## src/rtl/cf_pkg.sv

```systemverilog
// Shared types and default timing for the CompactFlash access sequencer.
package cf_pkg;

  typedef enum logic [2:0] {
    ST_IDLE,
    ST_SETUP,
    ST_STROBE,
    ST_HOLD,
    ST_ACK,
    ST_DONE
  } cf_state_e;

  localparam int T_SETUP_DEF   = 2;
  localparam int T_STROBE_DEF  = 6;
  localparam int T_HOLD_DEF    = 2;
  localparam int WAIT_MAX_DEF  = 255;
  localparam int DB_CYCLES_DEF = 50000;

  localparam int CNT_W = 16;

  localparam logic [7:0] IDLE_DATA = 8'hFF;

endpackage

```

## src/rtl/cf_access_sequencer_if.sv

```systemverilog
// Minibus and CF card signal bundle; slave is the sequencer, master is the host/card side.
interface cf_access_sequencer_if;

  logic        ale;
  logic        rw_b;
  logic [19:0] address;
  logic [7:0]  wr_data;
  logic [7:0]  rd_data;
  logic        ta_b;

  logic [7:0]  cf_data_in;
  logic        cf_wait_b;
  logic [1:0]  cf_cd;
  logic        cf_ce;
  logic        cf_oe;
  logic        cf_we;
  logic        cf_reg;
  logic [10:0] cf_address;
  logic [7:0]  cf_data_out;
  logic        cf_data_oe;

  logic        card_present;
  logic        err;

  modport master (
    output ale, rw_b, address, wr_data, cf_data_in, cf_wait_b, cf_cd,
    input  rd_data, ta_b, cf_ce, cf_oe, cf_we, cf_reg, cf_address,
           cf_data_out, cf_data_oe, card_present, err
  );

  modport slave (
    input  ale, rw_b, address, wr_data, cf_data_in, cf_wait_b, cf_cd,
    output rd_data, ta_b, cf_ce, cf_oe, cf_we, cf_reg, cf_address,
           cf_data_out, cf_data_oe, card_present, err
  );

endinterface

```

## src/rtl/cf_cd_debounce.sv

```systemverilog
// Card-detect synchronizer and stability down-counter; card is present when both pins read low.
module cf_cd_debounce
  import cf_pkg::*;
#(
  parameter int DB_CYCLES = DB_CYCLES_DEF
) (
  input  logic       clk,
  input  logic       reset,
  input  logic [1:0] cf_cd_i,
  output logic       card_present_o
);

  localparam int DB_W = $clog2(DB_CYCLES + 1);

  logic [1:0]      s1_q;
  logic [1:0]      s2_q;
  logic [1:0]      prev_q;
  logic [DB_W-1:0] cnt_q;
  logic            present_q;

  // Any change of the synchronized pins reloads the timer; status follows only at terminal count.
  always_ff @(posedge clk or posedge reset) begin
    if (reset) begin
      s1_q      <= 2'b11;
      s2_q      <= 2'b11;
      prev_q    <= 2'b11;
      cnt_q     <= '0;
      present_q <= 1'b0;
    end else begin
      s1_q   <= cf_cd_i;
      s2_q   <= s1_q;
      prev_q <= s2_q;
      if (s2_q != prev_q) begin
        cnt_q <= DB_W'(DB_CYCLES - 1);
      end else if (cnt_q != '0) begin
        cnt_q <= cnt_q - DB_W'(1);
      end else begin
        present_q <= (prev_q == 2'b00);
      end
    end
  end

  assign card_present_o = present_q;

endmodule

```

## src/rtl/cf_access_sequencer.sv

```systemverilog
// Converts asynchronous minibus accesses into timed CF card read/write strobes with WAIT# extension.
//
// state  | meaning
// IDLE   | waiting for a synchronized ale falling edge
// SETUP  | cf_ce low, address/REG# stable before the strobe
// STROBE | cf_oe or cf_we low, stretched by WAIT#, aborted after WAIT_MAX
// HOLD   | strobe released, cf_ce (and write data) held
// ACK    | single-cycle ta_b pulse
// DONE   | waiting for ale to return high
module cf_access_sequencer
  import cf_pkg::*;
#(
  parameter int T_SETUP   = T_SETUP_DEF,
  parameter int T_STROBE  = T_STROBE_DEF,
  parameter int T_HOLD    = T_HOLD_DEF,
  parameter int WAIT_MAX  = WAIT_MAX_DEF,
  parameter int DB_CYCLES = DB_CYCLES_DEF
) (
  input  logic                  clk,
  input  logic                  reset,
  cf_access_sequencer_if.slave  bus
);

  logic [1:0]  ale_s_q;
  logic [1:0]  wait_s_q;
  logic        ale_prev_q;
  logic        ale_sync;
  logic        wait_sync;
  logic        ale_fall;
  logic        card_present;

  cf_state_e   state_q, state_d;
  logic [CNT_W-1:0] cnt_q, cnt_d;
  logic [CNT_W-1:0] ext_q, ext_d;
  logic        rw_q, rw_d;
  logic        reg_q, reg_d;
  logic [10:0] addr_q, addr_d;
  logic [7:0]  dout_q, dout_d;
  logic [7:0]  rd_q, rd_d;
  logic        err_q, err_d;
  logic        ce_q, ce_d;
  logic        oe_q, oe_d;
  logic        we_q, we_d;
  logic        doe_q, doe_d;
  logic        ta_q, ta_d;

  logic        unused_addr;
  assign unused_addr = ^{bus.address[19:13], bus.address[11]};

  cf_cd_debounce #(.DB_CYCLES(DB_CYCLES)) u_cd_debounce (
    .clk            (clk),
    .reset          (reset),
    .cf_cd_i        (bus.cf_cd),
    .card_present_o (card_present)
  );

  always_ff @(posedge clk or posedge reset) begin
    if (reset) begin
      ale_s_q    <= 2'b11;
      wait_s_q   <= 2'b11;
      ale_prev_q <= 1'b1;
    end else begin
      ale_s_q    <= {ale_s_q[0], bus.ale};
      wait_s_q   <= {wait_s_q[0], bus.cf_wait_b};
      ale_prev_q <= ale_s_q[1];
    end
  end

  assign ale_sync  = ale_s_q[1];
  assign wait_sync = wait_s_q[1];
  assign ale_fall  = ale_prev_q & ~ale_sync;

  always_ff @(posedge clk or posedge reset) begin
    if (reset) begin
      state_q <= ST_IDLE;
      cnt_q   <= '0;
      ext_q   <= '0;
      rw_q    <= 1'b1;
      reg_q   <= 1'b1;
      addr_q  <= '0;
      dout_q  <= '0;
      rd_q    <= IDLE_DATA;
      err_q   <= 1'b0;
      ce_q    <= 1'b1;
      oe_q    <= 1'b1;
      we_q    <= 1'b1;
      doe_q   <= 1'b0;
      ta_q    <= 1'b1;
    end else begin
      state_q <= state_d;
      cnt_q   <= cnt_d;
      ext_q   <= ext_d;
      rw_q    <= rw_d;
      reg_q   <= reg_d;
      addr_q  <= addr_d;
      dout_q  <= dout_d;
      rd_q    <= rd_d;
      err_q   <= err_d;
      ce_q    <= ce_d;
      oe_q    <= oe_d;
      we_q    <= we_d;
      doe_q   <= doe_d;
      ta_q    <= ta_d;
    end
  end

  always_comb begin
    state_d = state_q;
    cnt_d   = cnt_q;
    ext_d   = ext_q;
    rw_d    = rw_q;
    reg_d   = reg_q;
    addr_d  = addr_q;
    dout_d  = dout_q;
    rd_d    = rd_q;
    err_d   = err_q;

    unique case (state_q)
      ST_IDLE: begin
        if (ale_fall) begin
          rw_d   = bus.rw_b;
          reg_d  = bus.address[12];
          addr_d = bus.address[10:0];
          dout_d = bus.wr_data;
          if (card_present) begin
            state_d = ST_SETUP;
            cnt_d   = CNT_W'(T_SETUP - 1);
          end else begin
            state_d = ST_ACK;
            rd_d    = IDLE_DATA;
          end
        end
      end
      ST_SETUP: begin
        if (cnt_q == '0) begin
          state_d = ST_STROBE;
          cnt_d   = CNT_W'(T_STROBE - 1);
          ext_d   = '0;
        end else begin
          cnt_d = cnt_q - CNT_W'(1);
        end
      end
      // Minimum width runs first; WAIT# only stretches once it has elapsed.
      ST_STROBE: begin
        if (cnt_q != '0) begin
          cnt_d = cnt_q - CNT_W'(1);
        end else if (wait_sync) begin
          state_d = ST_HOLD;
          cnt_d   = CNT_W'(T_HOLD - 1);
          if (rw_q) rd_d = bus.cf_data_in;
        end else if (ext_q == CNT_W'(WAIT_MAX)) begin
          state_d = ST_HOLD;
          cnt_d   = CNT_W'(T_HOLD - 1);
          err_d   = 1'b1;
          rd_d    = IDLE_DATA;
        end else begin
          ext_d = ext_q + CNT_W'(1);
        end
      end
      ST_HOLD: begin
        if (cnt_q == '0) state_d = ST_ACK;
        else             cnt_d   = cnt_q - CNT_W'(1);
      end
      ST_ACK:  state_d = ST_DONE;
      ST_DONE: if (ale_sync) state_d = ST_IDLE;
      default: state_d = ST_IDLE;
    endcase

    // Outputs are registered from the next state so they toggle glitch-free with it.
    ce_d  = !(state_d inside {ST_SETUP, ST_STROBE, ST_HOLD});
    oe_d  = !((state_d == ST_STROBE) && rw_d);
    we_d  = !((state_d == ST_STROBE) && !rw_d);
    doe_d = (state_d inside {ST_STROBE, ST_HOLD}) && !rw_d;
    ta_d  = !(state_d == ST_ACK);
  end

  assign bus.rd_data      = rd_q;
  assign bus.ta_b         = ta_q;
  assign bus.cf_ce        = ce_q;
  assign bus.cf_oe        = oe_q;
  assign bus.cf_we        = we_q;
  assign bus.cf_reg       = reg_q;
  assign bus.cf_address   = addr_q;
  assign bus.cf_data_out  = dout_q;
  assign bus.cf_data_oe   = doe_q;
  assign bus.card_present = card_present;
  assign bus.err          = err_q;

endmodule

```

## src/flat_wrapper.sv

```systemverilog
// flat-port wrapper written by rule: the top's interface ports become plain ports
module cf_access_sequencer_flat import cf_pkg::*;
#(
  parameter int T_SETUP   = T_SETUP_DEF,
  parameter int T_STROBE  = T_STROBE_DEF,
  parameter int T_HOLD    = T_HOLD_DEF,
  parameter int WAIT_MAX  = WAIT_MAX_DEF,
  parameter int DB_CYCLES = DB_CYCLES_DEF
)
  (clk, reset, bus_ale, bus_rw_b, bus_address, bus_wr_data, bus_cf_data_in, bus_cf_wait_b, bus_cf_cd, bus_rd_data, bus_ta_b, bus_cf_ce, bus_cf_oe, bus_cf_we, bus_cf_reg, bus_cf_address, bus_cf_data_out, bus_cf_data_oe, bus_card_present, bus_err);
  cf_access_sequencer_if bus_i ();
  input  logic clk;
  input  logic reset;
  input wire logic [$bits(bus_i.ale)-1:0] bus_ale;
  input wire logic [$bits(bus_i.rw_b)-1:0] bus_rw_b;
  input wire logic [$bits(bus_i.address)-1:0] bus_address;
  input wire logic [$bits(bus_i.wr_data)-1:0] bus_wr_data;
  input wire logic [$bits(bus_i.cf_data_in)-1:0] bus_cf_data_in;
  input wire logic [$bits(bus_i.cf_wait_b)-1:0] bus_cf_wait_b;
  input wire logic [$bits(bus_i.cf_cd)-1:0] bus_cf_cd;
  output wire logic [$bits(bus_i.rd_data)-1:0] bus_rd_data;
  output wire logic [$bits(bus_i.ta_b)-1:0] bus_ta_b;
  output wire logic [$bits(bus_i.cf_ce)-1:0] bus_cf_ce;
  output wire logic [$bits(bus_i.cf_oe)-1:0] bus_cf_oe;
  output wire logic [$bits(bus_i.cf_we)-1:0] bus_cf_we;
  output wire logic [$bits(bus_i.cf_reg)-1:0] bus_cf_reg;
  output wire logic [$bits(bus_i.cf_address)-1:0] bus_cf_address;
  output wire logic [$bits(bus_i.cf_data_out)-1:0] bus_cf_data_out;
  output wire logic [$bits(bus_i.cf_data_oe)-1:0] bus_cf_data_oe;
  output wire logic [$bits(bus_i.card_present)-1:0] bus_card_present;
  output wire logic [$bits(bus_i.err)-1:0] bus_err;
  assign bus_i.ale = bus_ale;
  assign bus_i.rw_b = bus_rw_b;
  assign bus_i.address = bus_address;
  assign bus_i.wr_data = bus_wr_data;
  assign bus_i.cf_data_in = bus_cf_data_in;
  assign bus_i.cf_wait_b = bus_cf_wait_b;
  assign bus_i.cf_cd = bus_cf_cd;
  assign bus_rd_data = bus_i.rd_data;
  assign bus_ta_b = bus_i.ta_b;
  assign bus_cf_ce = bus_i.cf_ce;
  assign bus_cf_oe = bus_i.cf_oe;
  assign bus_cf_we = bus_i.cf_we;
  assign bus_cf_reg = bus_i.cf_reg;
  assign bus_cf_address = bus_i.cf_address;
  assign bus_cf_data_out = bus_i.cf_data_out;
  assign bus_cf_data_oe = bus_i.cf_data_oe;
  assign bus_card_present = bus_i.card_present;
  assign bus_err = bus_i.err;
  cf_access_sequencer #(.T_SETUP(T_SETUP), .T_STROBE(T_STROBE), .T_HOLD(T_HOLD), .WAIT_MAX(WAIT_MAX), .DB_CYCLES(DB_CYCLES)) u_core (.clk(clk), .reset(reset), .bus(bus_i));
endmodule
```

## config.mk

```make
export PLATFORM = sky130hd
export DESIGN_NAME = cf_access_sequencer_flat
export DESIGN_NICKNAME = d
export VERILOG_FILES = /design/src/rtl/cf_pkg.sv /design/src/rtl/cf_access_sequencer_if.sv /design/src/rtl/cf_cd_debounce.sv /design/src/rtl/cf_access_sequencer.sv /design/src/flat_wrapper.sv
export SDC_FILE = /design/constraint.sdc
export NUM_CORES = 1
export LEC_CHECK = 0
export CORE_MARGIN = 2
export CORE_UTILIZATION = 48
export DETAILED_ROUTE_END_ITERATION = 6
export GPL_TIMING_DRIVEN = 0
export PLACE_DENSITY_LB_ADDON = 0.12
export SETUP_SLACK_MARGIN = 0.02
export SYNTH_ARGS = -nofsm -noshare
export SYNTH_HDL_FRONTEND = slang
export SYNTH_HIERARCHICAL = 1
export SYNTH_SLANG_ARGS = --single-unit
```

## constraint.sdc

```tcl
create_clock -name clk -period 1.9 [get_ports clk]
set_input_delay 0.19 -clock clk [delete_from_list [all_inputs] [get_ports clk]]
set_output_delay 0.19 -clock clk [all_outputs]
set_load 0.01 [all_outputs]
```

### Yosys cells after proc, flatten, opt, wreduce, memory -nomap -nowiden

Index checks and enable logic that the tools add are counted.

* flip-flop bits (word level): 98
* latch bits: 0
* RAM bits: 0
* memory bits (read-only): 0
* input bits: 43
* output and inout port bits: 35
* logic and storage cells: 111
* memories: 0

* add/sub/neg operators: 3
* $mul: 0
* divide/modulo/power cells: 0
* $lt $le $gt $ge: 0
* equal/unequal tests: 22
* shifts and indexed selects: 0
* multiplexer cells: 33
* bitwise logic cells: 6
* reductions and logical operators: 25

Operator list (number)
* $mux 16: 13
* $pmux 16 s4: 1
* $mux 8: 6
* $pmux 16 s2: 1
* $reduce_bool 16->1: 2
* $sub 16x1->16 const B: 2
* $mux 3: 8
* $pmux 3 s6: 1
* $add 16x1->16 const B: 1
* $eq 16x8->1 const B: 1
* $logic_not 16->1: 1
* $pmux 8 s2: 1
* $eq 3x2->1 const B: 4
* $ne 2x2->1 const B: 6
* $reduce_and 5->1: 2
* $eq 3x3->1 const B: 3
* $reduce_bool 2->1: 4
* $eq 3x1->1 const B: 2
* $reduce_and 6->1: 1
* $logic_not 1->1: 5
* $not 1->1: 5
* $ne 2x1->1 const B: 2
* $ne 4x1->1 const B: 1
* $reduce_and 2->1: 2
* other kinds (11): 14

### Logic depth before layout (Yosys ltp)

Gate-level depths: netlist of run 1.

* depth in word-level cells: 8
* depth in mapped cells: 9
* mapped depth without buffers: 8

### Cells and area by module

The synthesis of run 1 kept the hierarchy.

Modules (own cells, without submodules)
* cf_access_sequencer: instances 1, cells an instance 340, area an instance 3677.3 um2, sequential area each 1900.6 um2
* cf_cd_debounce: instances 1, cells an instance 108, area an instance 1114.8 um2, sequential area each 583.1 um2

### Worst setup path after synthesis of run 1

No wires, ideal clock.

* path kind: register to register
* start: register u_core.cnt_q[0]
* end: register u_core.ext_q[2]
* library setup time: 0.121 ns
* data arrival time: 1.817 ns
* required time: 1.779 ns
* path slack: -0.038 ns
* cell stages (with the launch flop): 9
* buffers on the path: 1
* period minus slack after synthesis: 1.938 ns
* cells stage by stage: dfrtp_1 > inv_1 > ha_1 > nor4b_2 > nand4_4 > nor2_1 > buf_2 > o21ai_0 > a22o_2

* longest elaborated chain between the ends: 3
* elaborated cells on any way between the ends: 5
* classes of those cells: eq/ne (2); reduce/logical (3)

RTL lines
* start, declared: RTL line cf_access_sequencer.sv:33 `logic [CNT_W-1:0] cnt_q, cnt_d;`
* start signal, assigned: RTL line cf_access_sequencer.sv:91 `cnt_q <= cnt_d;`
* $reduce_bool 16->1 or $logic_not 16->1 (tied branches): RTL line cf_access_sequencer.sv:145, cf_access_sequencer.sv:135
* $ne 2x2->1 (no source line) or $ne 2x1->1 (tied branches)
* $reduce_and 5->1 (no source line) *
* end signal, assigned: RTL line cf_access_sequencer.sv:92 `ext_q <= ext_d;`
* end, declared: RTL line cf_access_sequencer.sv:34 `logic [CNT_W-1:0] ext_q, ext_d;`

Mark *: on every way between the ends. The rest lies on a longest branch, timed or not.
A chain may end at the register's enable or synchronous reset.

### Final worst setup path of run 1

* start: register u_core.cnt_q[7]
* end: register u_core.cnt_q[12]

* longest elaborated chain between the ends: 3
* elaborated cells on any way between the ends: 10
* classes of those cells: add/sub (1); eq/ne (2); mux (4); reduce/logical (3)

RTL lines
* $sub 16x1->16 (tied with other cells): RTL line cf_access_sequencer.sv:140, cf_access_sequencer.sv:146, cf_access_sequencer.sv:162
* $mux 16 (tied with other cells): RTL line cf_access_sequencer.sv:161 `if (cnt_q == '0) state_d = ST_ACK;`
* $pmux 16 s4 or $reduce_and 5->1 (tied branches)

Parallel ways exist; a longest one is shown, timed or not. The select of a mux whose other input is x is not followed.

==> run_results.csv, run 1 <==
group,metric,value,unit
synth,seq_area_frac_synth,51.83,%
synth,synth_top_area_share,38.12,%
routing,wl_per_cell,16.93,um
sta,rsz0062_at_grt,"true",
sta,worst_slack,-0.1173,ns
sta,setup_violations,11,
place,dp_worst_setup_slack,-0.3612,ns
status,status,"finished, violations left",
routing,drc,0,
global_route,grt_pass1_wl,18.93,mm
place,port_buffers,69,
routing,drtIter0Drc,118,
critical_path,reg2reg_from,"u_core/cnt_q[7]",
critical_path,worst-r2r-setup-slack,-0.12,ns
floorplan,die_h,103.9,um
synth,synth_seq_cells,98,
global_route,grt_max_degree,35,
pwr,p_per_area,1298,nW/um^2
clock_network,hold_buffers,0,
global_route,busiest_layer,"met2",
synth,syn-instance-count,448,
synth,synth-main-ff-cell,"dfrtp_1",
finish,antenna_cells,0,
synth,synth_top_area_cell,"dfrtp_1",
global_route,grt_antenna_before_repair,0,
finish,area_growth,42.11,%
global_route,grtUsageMet3,8.333,%
pwr,p_leak,2.784,nW
clock_network,cts_tree,"done",
clock_network,clk_latency,0.37,ns
routing,vias,3948,
place,gp_congestion,0.8486,
sta,slew_headroom,41.76,%
finish,layout-drive-gt1-share,38.21,%
clock_network,clock_path_buffers,2,
finish,largestRegisters,"u_core/cnt_q (16), u_core/ext_q (16), u_core/u_cd_debounce/cnt_q (16)",
clock_network,cts_htree_levels,3,
floorplan,initial_core_util,49.25,%
global_route,grt_overflow_total,0,
floorplan,row_count,36,
critical_path,r2r_cells,5,
clock_network,path_clk_slew,0.10,ns
pwr,max-vdd-ir-drop,0.001068,V
critical_path,r2r_end,"u_core/cnt_q[12]",
finish,finish.utilization,70.00,%
synth,synth_common_cells,"73 x dfrtp_1, 48 x nor2_1, 27 x nand2_1, 27 x o21ai_0, 25 x dfstp_2",
sta,final_hold_viol_count,0,
routing,via_per_inst,5.529,
sta,drv_slew,0,
sta,period_share,106.2,%
floorplan,die_w,103.9,um
synth,synth.avg_cell_area,10.70,sq um
global_route,track_usage,21.71,%
sta,tns,-0.5174,ns
clock_network,clock_sinks,98,
synth,synth_warnings,6,
synth,synth-edff-count,0,
worst_hold_path,hold_class,"in -> async",
critical_path,worstPathRequired,2.21,ns
synth,synthTopCellsByArea,"dfrtp_1 38%, dfstp_2 14%, mux2_2 4.9%, nor2_1 3.8%, xor2_1 3.7%",
synth,syn_nets,495,
routing,drt-pass1-iter-count,4,
sta,timing.fmax,0.4957,GHz
sta,clock_skew,0.01140,ns
critical_path,critPathMaxFanout,4,
critical_path,cp-start-kind,"register",
clock_network,numCtsBuffers,9,
place,hpwl,7.529,mm
floorplan,die-area,10800,sq um
place,placed_area,5737,sq um
critical_path,crit_path_end_kind,"register",
critical_path,worstSetupPathType,"reg -> reg",
status,violations,"setup timing",
floorplan,core,9729,sq um
synth,async_reset_ff_share,100.0,%
routing,drt_wl_total,12.09,mm
flow_run,drv_cap,0,
synth,synth_cell_type_count,66,
global_route,grt_pass1_vias,3994,
synth,synth_most_common_cell,"dfrtp_1",
pwr,p_total,8.839,mW
routing,antenna_left,0,
clock_network,cts_root_buf,"clkbuf_8",
sta,min_period,2.017,ns
sta,tightest_slew,0.8727,ns
global_route,grt_use_met1,26.18,%
floorplan,io_pins,78,
finish,final_nets,623,
critical_path,crit_start,"u_core/cnt_q[7]",
synth,syn-cell-area,4792,sq um
critical_path,crit_arrival,2.33,ns
finish,fin_area,6810,sq um
global_route,grt_util_met2,35.76,%
-- where the power goes --
| part | leakage (nW) | total, mW | switching [mW] | internal [mW] |
|---|---|---|---|---|
| Sequential | 1.16 | 3.02 | 0.420 | 2.60 |
| Clock | 0.0919 | 1.29 | 0.738 | 0.552 |
| Combinational | 1.53 | 4.53 | 2.19 | 2.34 |
| Total | 2.78 | 8.84 | 3.35 | 5.49 |
-- layout by cell type (no fill, tap or decap), types with 4 or more instances in the layout --
master	count
buf_6	7
buf_4	41
nand2_1	25
or4_4	5
inv_2	4
dfstp_2	25
nand4_1	11
xor2_1	20
and3_1	6
nor3_1	8
or2_2	4
nor4_4	7
mux2i_1	9
clkdlybuf4s50_1	69
and2_1	4
mux2_2	21
nand3_2	4
dfrtp_2	9
clkbuf_8	11
o21ai_2	7
a21oi_1	11
o21ai_0	14
o21ai_1	4
or3_1	4
a21oi_2	6
o21ai_4	4
inv_1	16
nor2_1	45
nor3_4	4
dfrtp_1	64
o211ai_1	4
o31ai_1	8
-- cell type report --
cell class / instances / area, sq um
inverters: 21 / 82.58
flip-flops and latches: 98 / 2495
clock buffers: 11 / 151.4
fillers: 729 / 2919
multi-input cells: 314 / 2615
clock inverters: 5 / 37.54
plain buffers: 14 / 122.6
repair buffers: 118 / 1140
well taps: 133 / 166.4
-- logic make-up after synthesis --
| kind of cell | share of synthesized area, % |
|---|---|
| AO/OA/AOI/OAI | 11.51 |
| XOR/XNOR | 4.021 |
| adder cells (fa/ha/maj) | 1.044 |
| buffers and inverters | 3.212 |
| flip-flops | 51.83 |
| multiplexers | 6.815 |
| AND/OR/NAND/NOR | 21.57 |
-- per-layer routing --
metal,wire length (um),vias up
li1,-,1884
met3,688,19
met5,0,-
met4,250,0
met2,6288,86
met1,4858,1959
-- stage by stage --
step / hold WS (ns) / std cells
5_1_grt: 0.1312 / 714
4_1_cts: 0.1172 / 700
2_1_floorplan: 0.1875 / 448
3_5_place_dp: 0.3472 / 652
6_report: 0.1319 / 714
3_3_place_gp: 0.3454 / 650
-- worst max-delay path by stage --
stage,end,slack (ns),cells after the start
floorplan,u_core/cnt_q[6],0.001,7
global placement,u_core/ext_q[3],-0.36,7
detailed placement,u_core/ext_q[7],-0.36,7
CTS,u_core/cnt_q[12],-0.11,5
global route,u_core/cnt_q[2],-0.25,10
finish,u_core/cnt_q[12],-0.12,5
-- worst max-delay path, cell delays in order, from the launching register on --
cell and delay, ns:
dfrtp_1 0.45, or3_4 0.44, nor3_4 0.15, or2b_1 0.26, or4_1 0.53, a21oi_2 0.13
-- repair_timing --
| item | in CTS | in global routing |
|---|---|---|
| setup buffers | 29 | 16 |
| cloned | 3 | 1 |
| endpoints found under the hold margin | 0 | 0 |
| pin swaps | 36 | 23 |
| resized for setup | 75 | 58 |
| setup endpoints to repair | 60 | 74 |
Note: power is estimated with default switching activity, not from simulation.
==> inputs of run 2 (changes only) <==
Settings changed: CAP_MARGIN set to 20.
==> results of run 2 <==
Same layout as run 1: the final DEF is identical, and so are final timing and power.
==> inputs of run 3 (changes only) <==
Settings changed: SLEW_MARGIN set to 20.
==> run_results.csv, run 3 (synthesized netlist as in run 1, its figures left out) <==
group,metric,value,unit
routing,drt_wl_total,11.53,mm
finish,antenna_cells,0,
critical_path,cp_cell_sequence,"nor4_4 -> buf_4 -> nand4_4 -> buf_6 -> nor2_4 -> buf_6 -> nand4_1 -> xor2_1 -> nor2_1",
clock_network,clk_latency,0.37,ns
floorplan,row_count,36,
global_route,grt_antenna_before_repair,0,
sta,drv_slew,0,
pwr,p_leak,2.750,nW
sta,min_period,2.010,ns
global_route,track_usage,21.19,%
floorplan,core,9729,sq um
pwr,p_per_area,1270,nW/um^2
critical_path,max_stage_delay,0.43,ns
routing,drtIter0Drc,112,
floorplan,initial_core_util,49.25,%
pwr,max-vdd-ir-drop,0.001210,V
finish,fin_area,6688,sq um
sta,final_hold_viol_count,0,
global_route,grt_max_degree,34,
sta,slew_headroom,41.32,%
clock_network,clock_path_buffers,2,
critical_path,worstSetupPathType,"reg -> reg",
critical_path,critPathMostFrequentCell,"buf_6",
routing,via_per_inst,5.485,
finish,final_common_cell,"clkdlybuf4s50_1",
global_route,grt_pass1_wl,18.60,mm
global_route,grt_overflow_total,0,
sta,worst_slack,-0.1097,ns
finish,instances_no_fill,714,
place,port_buffers,69,
flow_run,drv_cap,0,
finish,area_growth,39.56,%
clock_network,cts_htree_levels,3,
critical_path,cp_slowest_cell,"dfrtp_1",
critical_path,worst-r2r-setup-slack,-0.11,ns
clock_network,path_clk_slew,0.10,ns
floorplan,die-area,10800,sq um
critical_path,worstPathRequired,2.15,ns
global_route,grt_util_met2,36.37,%
place,placed_area,5737,sq um
finish,final_nets,623,
place,hpwl,7.469,mm
routing,drc,0,
global_route,grt_pass1_vias,3991,
global_route,grt_use_met1,25.20,%
critical_path,r2r_cells,9,
finish,mostFrequentLayoutCells,"69 x clkdlybuf4s50_1, 65 x dfrtp_1, 47 x nor2_1",
place,gp_congestion,0.8486,
global_route,grtUsageMet3,8.396,%
finish,layout-drive-gt1-share,35.46,%
finish,largestRegisters,"u_core/cnt_q (16), u_core/ext_q (16), u_core/u_cd_debounce/cnt_q (16)",
place,placed_cells,652,
floorplan,io_pins,78,
critical_path,critPathMaxFanout,5,
sta,worst_hold_slack,0.1484,ns
critical_path,cp-start-kind,"register",
status,violations,"setup timing",
clock_network,clock_sinks,98,
critical_path,crit_arrival,2.26,ns
floorplan,die_w,103.9,um
critical_path,crit_path_end_kind,"register",
sta,setup_violations,17,
sta,timing.fmax,0.4976,GHz
sta,clock_skew,0.01389,ns
sta,tightest_slew,0.8792,ns
clock_network,cts_root_buf,"clkbuf_8",
sta,tns,-0.7094,ns
routing,wl_per_cell,16.15,um
place,dp_worst_setup_slack,-0.3617,ns
routing,vias,3916,
worst_hold_path,hold_class,"in -> async",
clock_network,numCtsBuffers,9,
routing,antenna_left,0,
sta,period_share,105.8,%
clock_network,cts_tree,"done",
status,status,"finished, violations left",
routing,drt-pass1-iter-count,4,
sta,rsz0062_at_grt,"true",
global_route,busiest_layer,"met2",
floorplan,die_h,103.9,um
## run 3: power breakdown
| group | internal [mW] | switching [mW] | total (mW) |
|---|---|---|---|
| clock network | 0.684 | 0.708 | 1.39 |
| logic | 2.11 | 1.99 | 4.11 |
| registers | 2.60 | 0.401 | 3.00 |
## run 3: area by class of cell
class | instances | area [sq um]
plain buffers | 14 | 118.9
clock buffers | 14 | 162.7
fillers | 751 | 3042
multi-input cells | 314 | 2526
repair buffers | 118 | 1100
clock inverters | 2 | 37.54
well taps | 133 | 166.4
inverters | 21 | 82.58
flip-flops and latches | 98 | 2494
## run 3: per-layer routing
layer / routed length (um) / up-vias / share of wire (%)
li1: - / 1879 / -
met1: 4850 / 1953 / 42
met2: 5881 / 74 / 51
met3: 675 / 10 / 5.9
met4: 125 / 0 / 1.1
met5: 0 / - / 0
## run 3: critical path: cells and delay by family, from the launching register on
family / cells / cell delay [ns]
flops: 1 / 0.43
buf+inv: 3 / 0.49
simple gates: 5 / 0.77
xor+xnor: 1 / 0.20
## run 3: timing repair
action                                  CTS  global route
endpoints found under the setup margin   68            72
cloned                                    2             0
setup buffers                            28            17
gates resized for setup                  50            61
pin swaps                                20            26
hold buffers                              0             0
## run 3: metrics by stage
| step | util, % | total power [mW] |
|---|---|---|
| floorplan | - | 4.863 |
| global placement | 58.55 | 5.881 |
| detailed placement | 58.96 | 5.969 |
| CTS | 65.52 | 7.992 |
| global route | 68.74 | 9.002 |
| finish | 68.74 | 8.495 |
## run 3: path summary, 6_finish.rpt
kind,end,from
min in group clk,u_core/wait_s_q[0],bus_cf_wait_b
min reg2reg,u_core/ale_s_q[1],u_core/ale_s_q[0]
min,u_core/bus.cf_data_out[4],reset
max in group asynchronous,u_core/u_cd_debounce/cnt_q[5],reset
max reg2reg,u_core/ext_q[14],u_core/cnt_q[4]
max,u_core/ext_q[14],u_core/cnt_q[4]
